==> config.mk <==
export PLATFORM = sky130hd
export DESIGN_NAME = cached_mem_unit
export DESIGN_NICKNAME = d
export VERILOG_FILES = /design/src/rtl/cmu_pkg.sv /design/src/rtl/cmu_backing_ram.sv /design/src/rtl/cached_mem_unit.sv
export SDC_FILE = /design/constraint.sdc
export NUM_CORES = 2
export LEC_CHECK = 0
export BUFFER_PORTS_ARGS = -buffer_cell sky130_fd_sc_hd__buf_4
export CORE_MARGIN = 5
export CORE_UTILIZATION = 50
export DETAILED_ROUTE_END_ITERATION = 12
export GPL_TIMING_DRIVEN = 0
export PLACE_DENSITY = 0.63
export SYNTH_ARGS = -nofsm -noshare
export SYNTH_HDL_FRONTEND = slang
export SYNTH_HIERARCHICAL = 1
export SYNTH_MEMORY_MAX_BITS = 65536
export SYNTH_SLANG_ARGS = --single-unit
==> constraint.sdc <==
create_clock -name clk -period 31 [get_ports clk]
set_input_delay 4.65 -clock clk [delete_from_list [all_inputs] [get_ports clk]]
set_output_delay 4.65 -clock clk [all_outputs]
set_load 0.02 [all_outputs]
==> src/rtl/cmu_pkg.sv <==
`default_nettype none
// ============================================================================
//  Module      : cmu_pkg
//  Description : Shared definitions for the cached memory unit: operation
//                encodings, controller state type and field-width helpers.
//  Revision    : 1.0 - initial release
// ============================================================================
package cmu_pkg;

  // Request operation encodings
  localparam logic [1:0] OP_NOP   = 2'b00;
  localparam logic [1:0] OP_RD    = 2'b01;
  localparam logic [1:0] OP_WR    = 2'b10;
  localparam logic [1:0] OP_FLUSH = 2'b11;

  // Controller states
  typedef enum logic [2:0] {
    S_IDLE   = 3'd0,
    S_LOOKUP = 3'd1,
    S_WBACK  = 3'd2,
    S_FILL   = 3'd3,
    S_PTR    = 3'd4,
    S_RESP   = 3'd5,
    S_FLUSH  = 3'd6
  } cmu_state_t;

  // Address field widths as functions of the geometry
  function automatic int cmu_off_w(input int words);
    return $clog2(words);
  endfunction

  function automatic int cmu_idx_w(input int lines);
    return $clog2(lines);
  endfunction

  function automatic int cmu_tag_w(input int addr_w, input int lines, input int words);
    return addr_w - $clog2(lines) - $clog2(words);
  endfunction

  // Zero-width fields are carried as a single constant-zero bit
  function automatic int cmu_vec_w(input int w);
    return (w < 1) ? 1 : w;
  endfunction

  // Field widths of the default geometry (8-bit address, 16 lines, 2 words)
  localparam int DEF_ADDR_W = 8;
  localparam int DEF_LINES  = 16;
  localparam int DEF_WORDS  = 2;
  localparam int OFF_W      = cmu_off_w(DEF_WORDS);
  localparam int IDX_W      = cmu_idx_w(DEF_LINES);
  localparam int TAG_W      = cmu_tag_w(DEF_ADDR_W, DEF_LINES, DEF_WORDS);

endpackage
`default_nettype wire

==> src/rtl/cmu_backing_ram.sv <==
`default_nettype none
// ============================================================================
//  Module      : cmu_backing_ram
//  Description : Variable-latency backing store. An access is held on the
//                interface (start high) for RAM_LAT cycles; rdy pulses on the
//                last of them, which is also the only cycle a write commits.
//  Revision    : 1.0 - initial release
// ============================================================================
module cmu_backing_ram #(
  parameter int DATA_W  = 16,
  parameter int ADDR_W  = 8,
  parameter int RAM_LAT = 2
) (
  input  logic              clk,
  input  logic              clr_n,
  input  logic              start,
  input  logic              rw,
  input  logic [ADDR_W-1:0] addr,
  input  logic [DATA_W-1:0] wdata,
  output logic [DATA_W-1:0] rdata,
  output logic              rdy
);

  localparam int              CNT_W = (RAM_LAT > 1) ? $clog2(RAM_LAT) : 1;
  localparam logic [CNT_W-1:0] LAST = CNT_W'(RAM_LAT - 1);

  logic [DATA_W-1:0] mem [2**ADDR_W];
  logic [CNT_W-1:0]  cnt_q, cnt_d;

  // Count cycles of the current access window; rdy marks its final cycle
  always_comb begin
    rdy   = start && (cnt_q == LAST);
    cnt_d = cnt_q;
    if (start) begin
      cnt_d = rdy ? '0 : cnt_q + 1'b1;
    end
  end

  // Window counter; an abandoned access restarts from zero
  always_ff @(posedge clk or negedge clr_n) begin
    if (!clr_n) cnt_q <= '0;
    else        cnt_q <= cnt_d;
  end

  // Storage array; writes land only at the end of a completed window
  always_ff @(posedge clk) begin
    if (rdy && rw) mem[addr] <= wdata;
  end

  assign rdata = mem[addr];

endmodule
`default_nettype wire

==> src/rtl/cached_mem_unit.sv <==
`default_nettype none
// ============================================================================
//  Module      : cached_mem_unit
//  Description : Direct-mapped, write-back, write-allocate cache with
//                multi-word lines, indirect addressing and whole-cache flush,
//                in front of a variable-latency backing RAM.
//  Revision    : 1.0 - initial release
// ============================================================================
module cached_mem_unit
  import cmu_pkg::*;
#(
  parameter int DATA_W  = 16,
  parameter int ADDR_W  = 8,
  parameter int LINES   = 16,
  parameter int WORDS   = 2,
  parameter int RAM_LAT = 2
) (
  input  logic              clk,
  input  logic              clr_n,
  input  logic              req,
  input  logic [1:0]        op,
  input  logic              indirect,
  input  logic [ADDR_W-1:0] addr,
  input  logic [DATA_W-1:0] wdata,
  output logic [DATA_W-1:0] rdata,
  output logic              done,
  output logic              busy,
  output logic              hit
);

  localparam int OFF_B  = cmu_off_w(WORDS);
  localparam int IDX_B  = cmu_idx_w(LINES);
  localparam int TAG_B  = cmu_tag_w(ADDR_W, LINES, WORDS);
  localparam int OFF_V  = cmu_vec_w(OFF_B);
  localparam int TAG_V  = cmu_vec_w(TAG_B);
  localparam int NSLOT  = LINES * WORDS;
  localparam int SLOT_W = $clog2(NSLOT);
  localparam logic [OFF_V-1:0] LAST_WORD = OFF_V'(WORDS - 1);
  localparam logic [IDX_B-1:0] LAST_LINE = IDX_B'(LINES - 1);

  // Flat data-array slot of word w in line i
  function automatic logic [SLOT_W-1:0] slot_of(input logic [IDX_B-1:0] i, input logic [OFF_V-1:0] w);
    return SLOT_W'(int'(i) * WORDS + int'(w));
  endfunction

  // RAM address {tag, index, word}; fields never carry into each other
  function automatic logic [ADDR_W-1:0] ram_addr_of(input logic [TAG_V-1:0] t, input logic [IDX_B-1:0] i,
                                                    input logic [OFF_V-1:0] w);
    return (ADDR_W'(t) << (IDX_B + OFF_B)) | (ADDR_W'(i) << OFF_B) | ADDR_W'(w);
  endfunction

  cmu_state_t        state_q, state_d;
  logic [1:0]        op_q, op_d;
  logic [ADDR_W-1:0] addr_q, addr_d;
  logic [DATA_W-1:0] wdata_q, wdata_d;
  logic              ind_q, ind_d;
  logic              first_q, first_d;
  logic              hit_q, hit_d;
  logic [DATA_W-1:0] rdata_q, rdata_d;
  logic [OFF_V-1:0]  wcnt_q, wcnt_d;
  logic [IDX_B-1:0]  line_q, line_d;
  logic              fwb_q, fwb_d;
  logic              ptr_q, ptr_d;
  logic [LINES-1:0]  valid_q, valid_d;
  logic [LINES-1:0]  dirty_q, dirty_d;

  logic [TAG_V-1:0]  tag_mem  [LINES];
  logic [DATA_W-1:0] data_mem [NSLOT];

  logic [OFF_V-1:0]  cur_off;
  logic [IDX_B-1:0]  cur_idx;
  logic [TAG_V-1:0]  cur_tag;
  logic [SLOT_W-1:0] cur_slot;
  logic              lkp_hit;

  logic              ram_start, ram_rw, ram_rdy;
  logic [ADDR_W-1:0] ram_addr;
  logic [DATA_W-1:0] ram_wdata, ram_rdata;
  logic              data_we, tag_we;
  logic [SLOT_W-1:0] data_slot;
  logic [DATA_W-1:0] data_wval;

  assign cur_off  = OFF_V'(addr_q & ADDR_W'(WORDS - 1));
  assign cur_idx  = IDX_B'(addr_q >> OFF_B);
  assign cur_tag  = TAG_V'(addr_q >> (OFF_B + IDX_B));
  assign cur_slot = slot_of(cur_idx, cur_off);
  assign lkp_hit  = valid_q[cur_idx] && (tag_mem[cur_idx] == cur_tag);

  cmu_backing_ram #(
    .DATA_W (DATA_W),
    .ADDR_W (ADDR_W),
    .RAM_LAT(RAM_LAT)
  ) u_ram (
    .clk  (clk),
    .clr_n(clr_n),
    .start(ram_start),
    .rw   (ram_rw),
    .addr (ram_addr),
    .wdata(ram_wdata),
    .rdata(ram_rdata),
    .rdy  (ram_rdy)
  );

  // Controller next-state, array write strobes and RAM sequencing
  always_comb begin
    state_d   = state_q;
    op_d      = op_q;
    addr_d    = addr_q;
    wdata_d   = wdata_q;
    ind_d     = ind_q;
    first_d   = first_q;
    hit_d     = hit_q;
    rdata_d   = rdata_q;
    wcnt_d    = wcnt_q;
    line_d    = line_q;
    fwb_d     = fwb_q;
    ptr_d     = ptr_q;
    valid_d   = valid_q;
    dirty_d   = dirty_q;
    ram_start = 1'b0;
    ram_rw    = 1'b0;
    ram_addr  = '0;
    ram_wdata = '0;
    data_we   = 1'b0;
    data_slot = cur_slot;
    data_wval = wdata_q;
    tag_we    = 1'b0;
    case (state_q)
      S_IDLE: begin
        if (req && (op != OP_NOP)) begin
          op_d    = op;
          addr_d  = addr;
          wdata_d = wdata;
          ind_d   = indirect;
          first_d = 1'b1;
          hit_d   = 1'b0;
          wcnt_d  = '0;
          line_d  = '0;
          fwb_d   = 1'b0;
          ptr_d   = 1'b0;
          state_d = (op == OP_FLUSH) ? S_FLUSH : S_LOOKUP;
        end
      end
      S_LOOKUP: begin
        wcnt_d = '0;
        // Only the first lookup of the data access is reported as hit/miss
        if (!ind_q && first_q) begin
          hit_d   = lkp_hit;
          first_d = 1'b0;
        end
        if (lkp_hit) begin
          if (ind_q) begin
            state_d = S_PTR;
          end else begin
            if (op_q == OP_WR) begin
              data_we          = 1'b1;
              dirty_d[cur_idx] = 1'b1;
              rdata_d          = wdata_q;
            end else begin
              rdata_d = data_mem[cur_slot];
            end
            state_d = S_RESP;
          end
        end else if (valid_q[cur_idx] && dirty_q[cur_idx]) begin
          state_d = S_WBACK;
        end else begin
          state_d = S_FILL;
        end
      end
      S_WBACK: begin
        ram_start = 1'b1;
        ram_rw    = 1'b1;
        ram_addr  = ram_addr_of(tag_mem[cur_idx], cur_idx, wcnt_q);
        ram_wdata = data_mem[slot_of(cur_idx, wcnt_q)];
        if (ram_rdy) begin
          if (wcnt_q == LAST_WORD) begin
            wcnt_d           = '0;
            dirty_d[cur_idx] = 1'b0;
            state_d          = S_FILL;
          end else begin
            wcnt_d = wcnt_q + 1'b1;
          end
        end
      end
      S_FILL: begin
        ram_start = 1'b1;
        ram_addr  = ram_addr_of(cur_tag, cur_idx, wcnt_q);
        if (ram_rdy) begin
          data_we   = 1'b1;
          data_slot = slot_of(cur_idx, wcnt_q);
          data_wval = ram_rdata;
          if (wcnt_q == LAST_WORD) begin
            tag_we           = 1'b1;
            valid_d[cur_idx] = 1'b1;
            dirty_d[cur_idx] = 1'b0;
            wcnt_d           = '0;
            state_d          = S_LOOKUP;
          end else begin
            wcnt_d = wcnt_q + 1'b1;
          end
        end
      end
      S_PTR: begin
        // The pointer word is given a settling cycle before it re-drives the
        // index/tag decode of the effective address
        if (!ptr_q) begin
          ptr_d = 1'b1;
        end else begin
          addr_d  = ADDR_W'(data_mem[cur_slot]);
          ind_d   = 1'b0;
          ptr_d   = 1'b0;
          state_d = S_LOOKUP;
        end
      end
      S_RESP: begin
        state_d = S_IDLE;
      end
      S_FLUSH: begin
        if (!fwb_q) begin
          if (dirty_q[line_q]) begin
            fwb_d  = 1'b1;
            wcnt_d = '0;
          end else if (line_q == LAST_LINE) begin
            rdata_d = '0;
            hit_d   = 1'b0;
            state_d = S_RESP;
          end else begin
            line_d = line_q + 1'b1;
          end
        end else begin
          ram_start = 1'b1;
          ram_rw    = 1'b1;
          ram_addr  = ram_addr_of(tag_mem[line_q], line_q, wcnt_q);
          ram_wdata = data_mem[slot_of(line_q, wcnt_q)];
          if (ram_rdy) begin
            if (wcnt_q == LAST_WORD) begin
              wcnt_d          = '0;
              dirty_d[line_q] = 1'b0;
              fwb_d           = 1'b0;
              if (line_q == LAST_LINE) begin
                rdata_d = '0;
                hit_d   = 1'b0;
                state_d = S_RESP;
              end else begin
                line_d = line_q + 1'b1;
              end
            end else begin
              wcnt_d = wcnt_q + 1'b1;
            end
          end
        end
      end
      default: begin
        state_d = S_IDLE;
      end
    endcase
  end

  // Controller and line-status registers
  always_ff @(posedge clk or negedge clr_n) begin
    if (!clr_n) begin
      state_q <= S_IDLE;
      op_q    <= OP_NOP;
      addr_q  <= '0;
      wdata_q <= '0;
      ind_q   <= 1'b0;
      first_q <= 1'b0;
      hit_q   <= 1'b0;
      rdata_q <= '0;
      wcnt_q  <= '0;
      line_q  <= '0;
      fwb_q   <= 1'b0;
      ptr_q   <= 1'b0;
      valid_q <= '0;
      dirty_q <= '0;
    end else begin
      state_q <= state_d;
      op_q    <= op_d;
      addr_q  <= addr_d;
      wdata_q <= wdata_d;
      ind_q   <= ind_d;
      first_q <= first_d;
      hit_q   <= hit_d;
      rdata_q <= rdata_d;
      wcnt_q  <= wcnt_d;
      line_q  <= line_d;
      fwb_q   <= fwb_d;
      ptr_q   <= ptr_d;
      valid_q <= valid_d;
      dirty_q <= dirty_d;
    end
  end

  // Tag and data arrays keep their contents across reset
  always_ff @(posedge clk) begin
    if (data_we) data_mem[data_slot] <= data_wval;
    if (tag_we)  tag_mem[cur_idx]    <= cur_tag;
  end

  assign rdata = rdata_q;
  assign done  = (state_q == S_RESP);
  assign busy  = (state_q != S_IDLE);
  assign hit   = hit_q && (state_q == S_RESP);

endmodule
`default_nettype wire

* Word-level counts from Yosys, hierarchy flattened
Memory sizes are Yosys's and may differ from the RTL's.
Index checks and enable logic that the tools add are counted.
** Storage, ports and cells
- Bits in writable memories :: 4656
- Flip-flop bits (word level) :: 88
- Output and inout bits :: 19
- Logic and storage cells :: 208
- Memories :: 3
** Cells by class
- Order comparisons :: 4
- Eq/ne operators :: 29
- Reductions and logical operators :: 33
- Bitwise gates (word level) :: 12
- Mux-type cells :: 106
- $add $sub $neg :: 6
** Memory list
- u_ram.mem :: depth 256, bits a word 16, rd ports 1, clocked after memory_dff 0, write ports 1, RTL line cmu_backing_ram.sv:27 : logic [DATA_W-1:0] mem [2**ADDR_W];
- data_mem :: depth 32, bits a word 16, rd ports 3, clocked after memory_dff 0, write ports 1, RTL line cached_mem_unit.sv:68 : logic [DATA_W-1:0] data_mem [NSLOT];
- tag_mem :: depth 16, bits a word 3, rd ports 2, clocked after memory_dff 0, write ports 1, RTL line cached_mem_unit.sv:67 : logic [TAG_V-1:0] tag_mem [LINES];
** Operator list (number)
- 16-bit 2-to-1 mux :: 19
- 16-bit case mux with 2 select lines :: 2
- 16-bit case mux with 3 select lines :: 1
- 1-bit 2-to-1 mux :: 42
- 3-bit 2-to-1 mux :: 13
- 16-bit bitwise AND :: 2
- 16-bit NOT :: 2
- 16-bit OR :: 2
- 4-bit 2-to-1 mux :: 6
- 8-bit 2-to-1 mux :: 3
- 8-bit by 1-bit OR with 8-bit output :: 3
- 8-bit by 5-bit OR with 8-bit output :: 3
- 8-bit case mux with 3 select lines :: 1
- 2-bit != test, second input constant :: 10
- 3-bit case mux with 6 select lines :: 1
- 9-bit AND reduction :: 2
- 8-bit case mux with 2 select lines :: 1
- 5-bit by 1-bit adder with 5-bit output :: 3
- 1-bit case mux with 2 select lines :: 7
- 1-bit binary-select mux with 4-bit select :: 3
- 3-bit AND reduction :: 4
- 6-bit AND reduction :: 2
- 4-bit by 5-bit < comparator with 1-bit output, second input constant :: 2
- 5-bit 2-to-1 mux :: 2
- 25 further kinds :: 54

* Logic depth before layout (Yosys ltp)
- Depth after elaboration :: 10
- Gate-level depth with buffers :: 17
- Gate-level depth less buffers :: 11

* Cells and area by module
The synthesis kept the hierarchy.
** Modules (own cells, without submodules)
- cmu_backing_ram :: times used 1, cells an instance 6691, area each 154773.4 um^2
- cached_mem_unit :: times used 1, cells an instance 2091, area each 34659.5 um^2

* Worst setup path before layout
Ideal clock, no wire load.
- Path kind :: register -> register
- From :: register wcnt_q
- To :: memory u_ram.mem[0][4], data pin
- Path slack :: 20.096 ns
- Library setup time :: 1.585 ns
- Buffers on the path :: 5
- Data arrival time :: 9.320 ns
- Stages on the path, launching flop included :: 11
- Period minus slack after synthesis :: 10.904 ns
- Required time :: 29.415 ns
- Cells stage by stage :: dfrtp_1 buf_2 buf_2 buf_2 buf_4 buf_2 mux2i_1 mux4_2 a211oi_1 a21oi_1 o22ai_1
** On the way
- Cells in the longest elaborated chain, start to end :: 4
- Elaborated cells between the ends (all ways) :: 5
- Those cells by class :: add/sub: 2; mux: 2; memory: 1
** Ends and longest elaborated chain
- from (decl) :: RTL line cached_mem_unit.sv:60 : logic [OFF_V-1:0] wcnt_q, wcnt_d;
- from (signal assigned) :: RTL line cached_mem_unit.sv:285 : wcnt_q <= wcnt_d;
- 5-bit by 1-bit adder with 5-bit output :: RTL line cached_mem_unit.sv:43 : return SLOT_W'(int'(i) * WORDS + int'(w));
- memory 32 x 16 bit *
- 16-bit 2-to-1 mux :: RTL line cached_mem_unit.sv:219 : if (!fwb_q) begin
- 16-bit case mux with 2 select lines * :: RTL line cached_mem_unit.sv:128 : case (state_q)
- named net ram_wdata[4] :: RTL line cached_mem_unit.sv:78 : logic [DATA_W-1:0] ram_wdata, ram_rdata;
- to (decl) :: RTL line cmu_backing_ram.sv:27
The timed path passes the listed nets; every way through them passes the cells marked *.

* Worst setup path after layout
- From :: register line_q[1]
- To :: memory data_mem[2][1], data pin
** On the way
- Cells in the longest elaborated chain, start to end :: 8
** Ends and longest elaborated chain
- from (decl) :: RTL line cached_mem_unit.sv:61 : logic [IDX_B-1:0] line_q, line_d;
- from (signal assigned) :: RTL line cached_mem_unit.sv:286 : line_q <= line_d;
- memory 16 x 3 bit
- 8-bit by 5-bit OR with 8-bit output :: RTL line cached_mem_unit.sv:49 : return (ADDR_W'(t) << (IDX_B + OFF_B)) | (ADDR_W'(i) << OFF_B) | ADDR_W'(w);
- 8-bit by 1-bit OR with 8-bit output :: RTL line cached_mem_unit.sv:49
- 8-bit 2-to-1 mux :: RTL line cached_mem_unit.sv:219
- 8-bit case mux with 3 select lines :: RTL line cached_mem_unit.sv:128
- named net ram_addr[5] :: RTL line cached_mem_unit.sv:77 : logic [ADDR_W-1:0] ram_addr;
- memory 256 x 16 bit
- named net ram_rdata[1] :: RTL line cached_mem_unit.sv:78
- 16-bit 2-to-1 mux :: RTL line cached_mem_unit.sv:188 : if (ram_rdy) begin
- 16-bit 2-to-1 mux :: RTL line cached_mem_unit.sv:128
- named net data_wval[1] :: RTL line cached_mem_unit.sv:81 : logic [DATA_W-1:0] data_wval;
- to (decl) :: RTL line cached_mem_unit.sv:68
The timed path passes the listed nets, and every way through them passes these cells.

==> flow_summary.toml <==
[detailed_routing]
vias_per_cell = 6.83
wl_um = 602000
met1_length_um = 215000
firstDrtPassIters = 8
drt_iter0_markers = 15027
dr_wl_met3_um = 73200
top_layer = "met5"
wl_met2_um = 268000
drtAntennaViolNets = 0
drc = 0
detail_route.wl_per_cell_um = 40.0
num_vias = 102695

[logic_synthesis]
synth_mux_area_share_pct = 18.3
ys_ff_latch = 4744
synth_seq_area_share_pct = 75.0
synth_xor_area_share_pct = 0.0231
synth_ff_type = "edfxtp_1"
synth_simple_gate_area_share_pct = 1.53
syn_area_um2 = 189000
async_flop_share_pct = 1.85
syn_avg_cell_area_um2 = 21.6
synth_compound_area_share_pct = 3.88
synthAdderAreaFrac_pct = 0.0330
yosys_warnings = 6
postSynthCellCount = 8782
synth_edf_count = 4656
synth_cell_types = 69
syn_nets = 8817
synth_top_family_by_area = "multiplexers"

[cells_and_area]
area_growth_pct = 15.1
nets = 9654
final_common_cell = "edfxtp_1"
drive_above_1_share_pct = 30.2
utilization_pct = 57.7
fin_area_um2 = 218000
mostFrequentLayoutCells = "edfxtp_1, mux4_2, a22oi_1, clkbuf_16, clkbuf_1"

[worst_setup_path]
worstPathArrival_ns = 12.19
rr_worst_depth = 14
cpMaxStageDelayCell = "o41ai_2"
cp-start-kind = "flip-flop"
r2r_setup_slack_ns = 19.47
crit_chain = "clkbuf_1, buf_2, buf_1, buf_1, mux4_2, mux4_2, a22o_1, clkbuf_1, nand2_1, clkbuf_1, a21oi_1, o41ai_2, nand4_1, mux2_2"
critPathRequiredTime_ns = 31.66
critPathCaptureType = "flip-flop"
critical_path_class = "reg -> reg"
reg2reg_to = "data_mem[2][1]$_DFFE_PP_"
max_stage_delay_ns = 1.21
cpMostUsedCell = "clkbuf_1"
r2r_start = "line_q[1]$_DFFE_PN0P_"
critPathMaxFanout = 32

[timing]
finalSetupViolCount = 0
tightest_slew_ns = 1.62
relSlewSlack_pct = -8.10
layout_min_cycle_time_ns = 11.53
slew_violations = 99
hold_viol = 0
rsz0062_at_grt = "no"
max_clock_freq_mhz = 86.7
final.setup_skew_ns = 0.0649
period_share_pct = 37.2
setup_tns_ns = 0

[hold_path]
holdPathEnd = "u_ram/cnt_q$_DFFE_PN0P_"
holdCritStartpoint = "u_ram/cnt_q$_DFFE_PN0P_"
hold_path_depth = 1
hp-class = "reg -> reg"

[outcome]
status = "finished with violations"
violations = "capacitance limit, slew limit"

[clocking]
cts_sinks = 4744
postCtsHoldBufs = 0
clock_path_buffers = 4
cts_max_level = 5
post-cts-setup-buffer-count = 0
clk_latency_ns = 1.01
cts_root_buffer = "clkbuf_16"
cts_resized = 0
cts_made_buffers = 462
cts.clk_slew.worst_paths_ns = 0.06
cts_tree = "done"

[global_routing]
grt-ovfl-total = 0
grt_pass1_wl_um = 826000
grt_max_degree = 89
antenna_found_initial = 36
grtUsageTotal_pct = 30.6
grt_pass1_vias = 100562

[pwr]
finalPower_mw = 25.2
pwr-share-seq_pct = 33.7
p_int_mw = 15.1
power_frac_comb_pct = 44.7
clkPwrFrac_pct = 21.7
powerDensity_nw_per_um2 = 116
p_sw_mw = 10.1
p_sw_share_pct = 40.0
ir_worst_vdd_uv = 132
p_leak_nw = 68.6

[placement]
dpl.hpwl_um = 416000
dpl_cell_area_um2 = 203000
place.gp.congestion = 1.29
io_buffers = 48

[floorplanning]
dieHeight_um = 626
coreArea_um2 = 378000
dieArea_um2 = 391000
die_w_um = 626
ios = 49
num_rows = 226
initial_core_util_pct = 50.1

[run]
maxCapViolations = 18
[sequential cells by signal, indices dropped and copies added, names as in the netlist, 2 cells and up]
name       flops
addr_q         8
data_mem     512
dirty_q       16
line_q         4
op_q           2
rdata         16
state_q        3
tag_mem       48
u_ram/mem   4096
valid_q       16
wdata_q       16
[worst max-delay path, delay by kind of cell, from the launching register on]
kind                   cells  cell delay (ns)
muxes                      3             1.75
buffers and inverters      6             4.78
and+or+nand+nor            2             1.92
AOI/OAI and AO/OA          3             2.27
DFF                        1             0.37
[power groups by stage]
| stage | Sequential [mW] | Clock [mW] | Combinational [mW] |
|---|---|---|---|
| finish | 8.49 | 5.47 | 11.3 |
| global placement | 9.57 | 0 | 10.1 |
| CTS | 8.48 | 5.54 | 11.0 |
| floorplan | 8.98 | 0 | 5.67 |
| detailed placement | 8.62 | 0 | 11.0 |
| global route | 8.49 | 5.80 | 11.5 |
[per-stage QoR]
step / hold slack (ns) / std cells / setup WS (ns)
final: 0.467 / 15043 / 19.47
after global routing: 0.476 / 15024 / 19.82
after detailed placement: 0.449 / 14167 / 20.18
after floorplan: 0.431 / 8782 / 20.10
after global placement: 0.447 / 13846 / 6.25
after CTS: 0.459 / 15018 / 20.18
[cell families (layout without fill, tap and decap cells)]
family,count (synthesis),after routing
compound gates,1085,1085
flops,4744,4744
simple gates,683,683
mux,1665,1665
buf+inv,595,1819
xor+xnor,5,5
fa+ha+maj,5,5
other cells,0,21
[layer usage]
metal,track usage (%),vias up
met2,44.8,7137
met5,0,-
met4,18.9,14
li1,-,39441
met3,8.38,1549
met1,41.3,54554
[how the worst max path moves through the flow]
stage,end,start
after floorplan,u_ram/mem[0][4]$_DFFE_PP_,wcnt_q$_DFFE_PN0P_
after global placement,u_ram/mem[182][8]$_DFFE_PP_,line_q[1]$_DFFE_PN0P_
after detailed placement,data_mem[0][1]$_DFFE_PP_,line_q[1]$_DFFE_PN0P_
after CTS,data_mem[2][1]$_DFFE_PP_,line_q[1]$_DFFE_PN0P_
after global routing,data_mem[2][10]$_DFFE_PP_,addr_q[1]$_DFFE_PN0P_
final,data_mem[2][1]$_DFFE_PP_,line_q[1]$_DFFE_PN0P_
[cell type report]
cell class	instances	area, um2
fill	27127	160000
sequential	4744	142000
multi-input combinational	3443	46200
clock buffer	569	12200
timing repair buffer	373	6420
tap	5016	6280
buffer	586	2480
clock inverter	282	2420
antenna	21	52.6
inverter	9	33.8
[cell usage after synthesis (17+ instances only)]
library cell	number	area, um2
or2_2	20	125
nand3_1	47	235
a22oi_1	516	3870
buf_1	69	259
o21ai_0	34	170
o22ai_1	88	551
edfxtp_1	4656	140000
mux2i_1	187	1870
o41ai_1	65	569
mux2_2	32	360
mux4_2	1428	32200
a21oi_1	303	1520
clkbuf_1	364	1370
nor3_1	17	85.1
nor2_1	372	1400
buf_2	147	736
dfrtp_1	88	2200
nand2_1	155	582
nand4_1	18	113
Power figures use the tool's default switching activity.
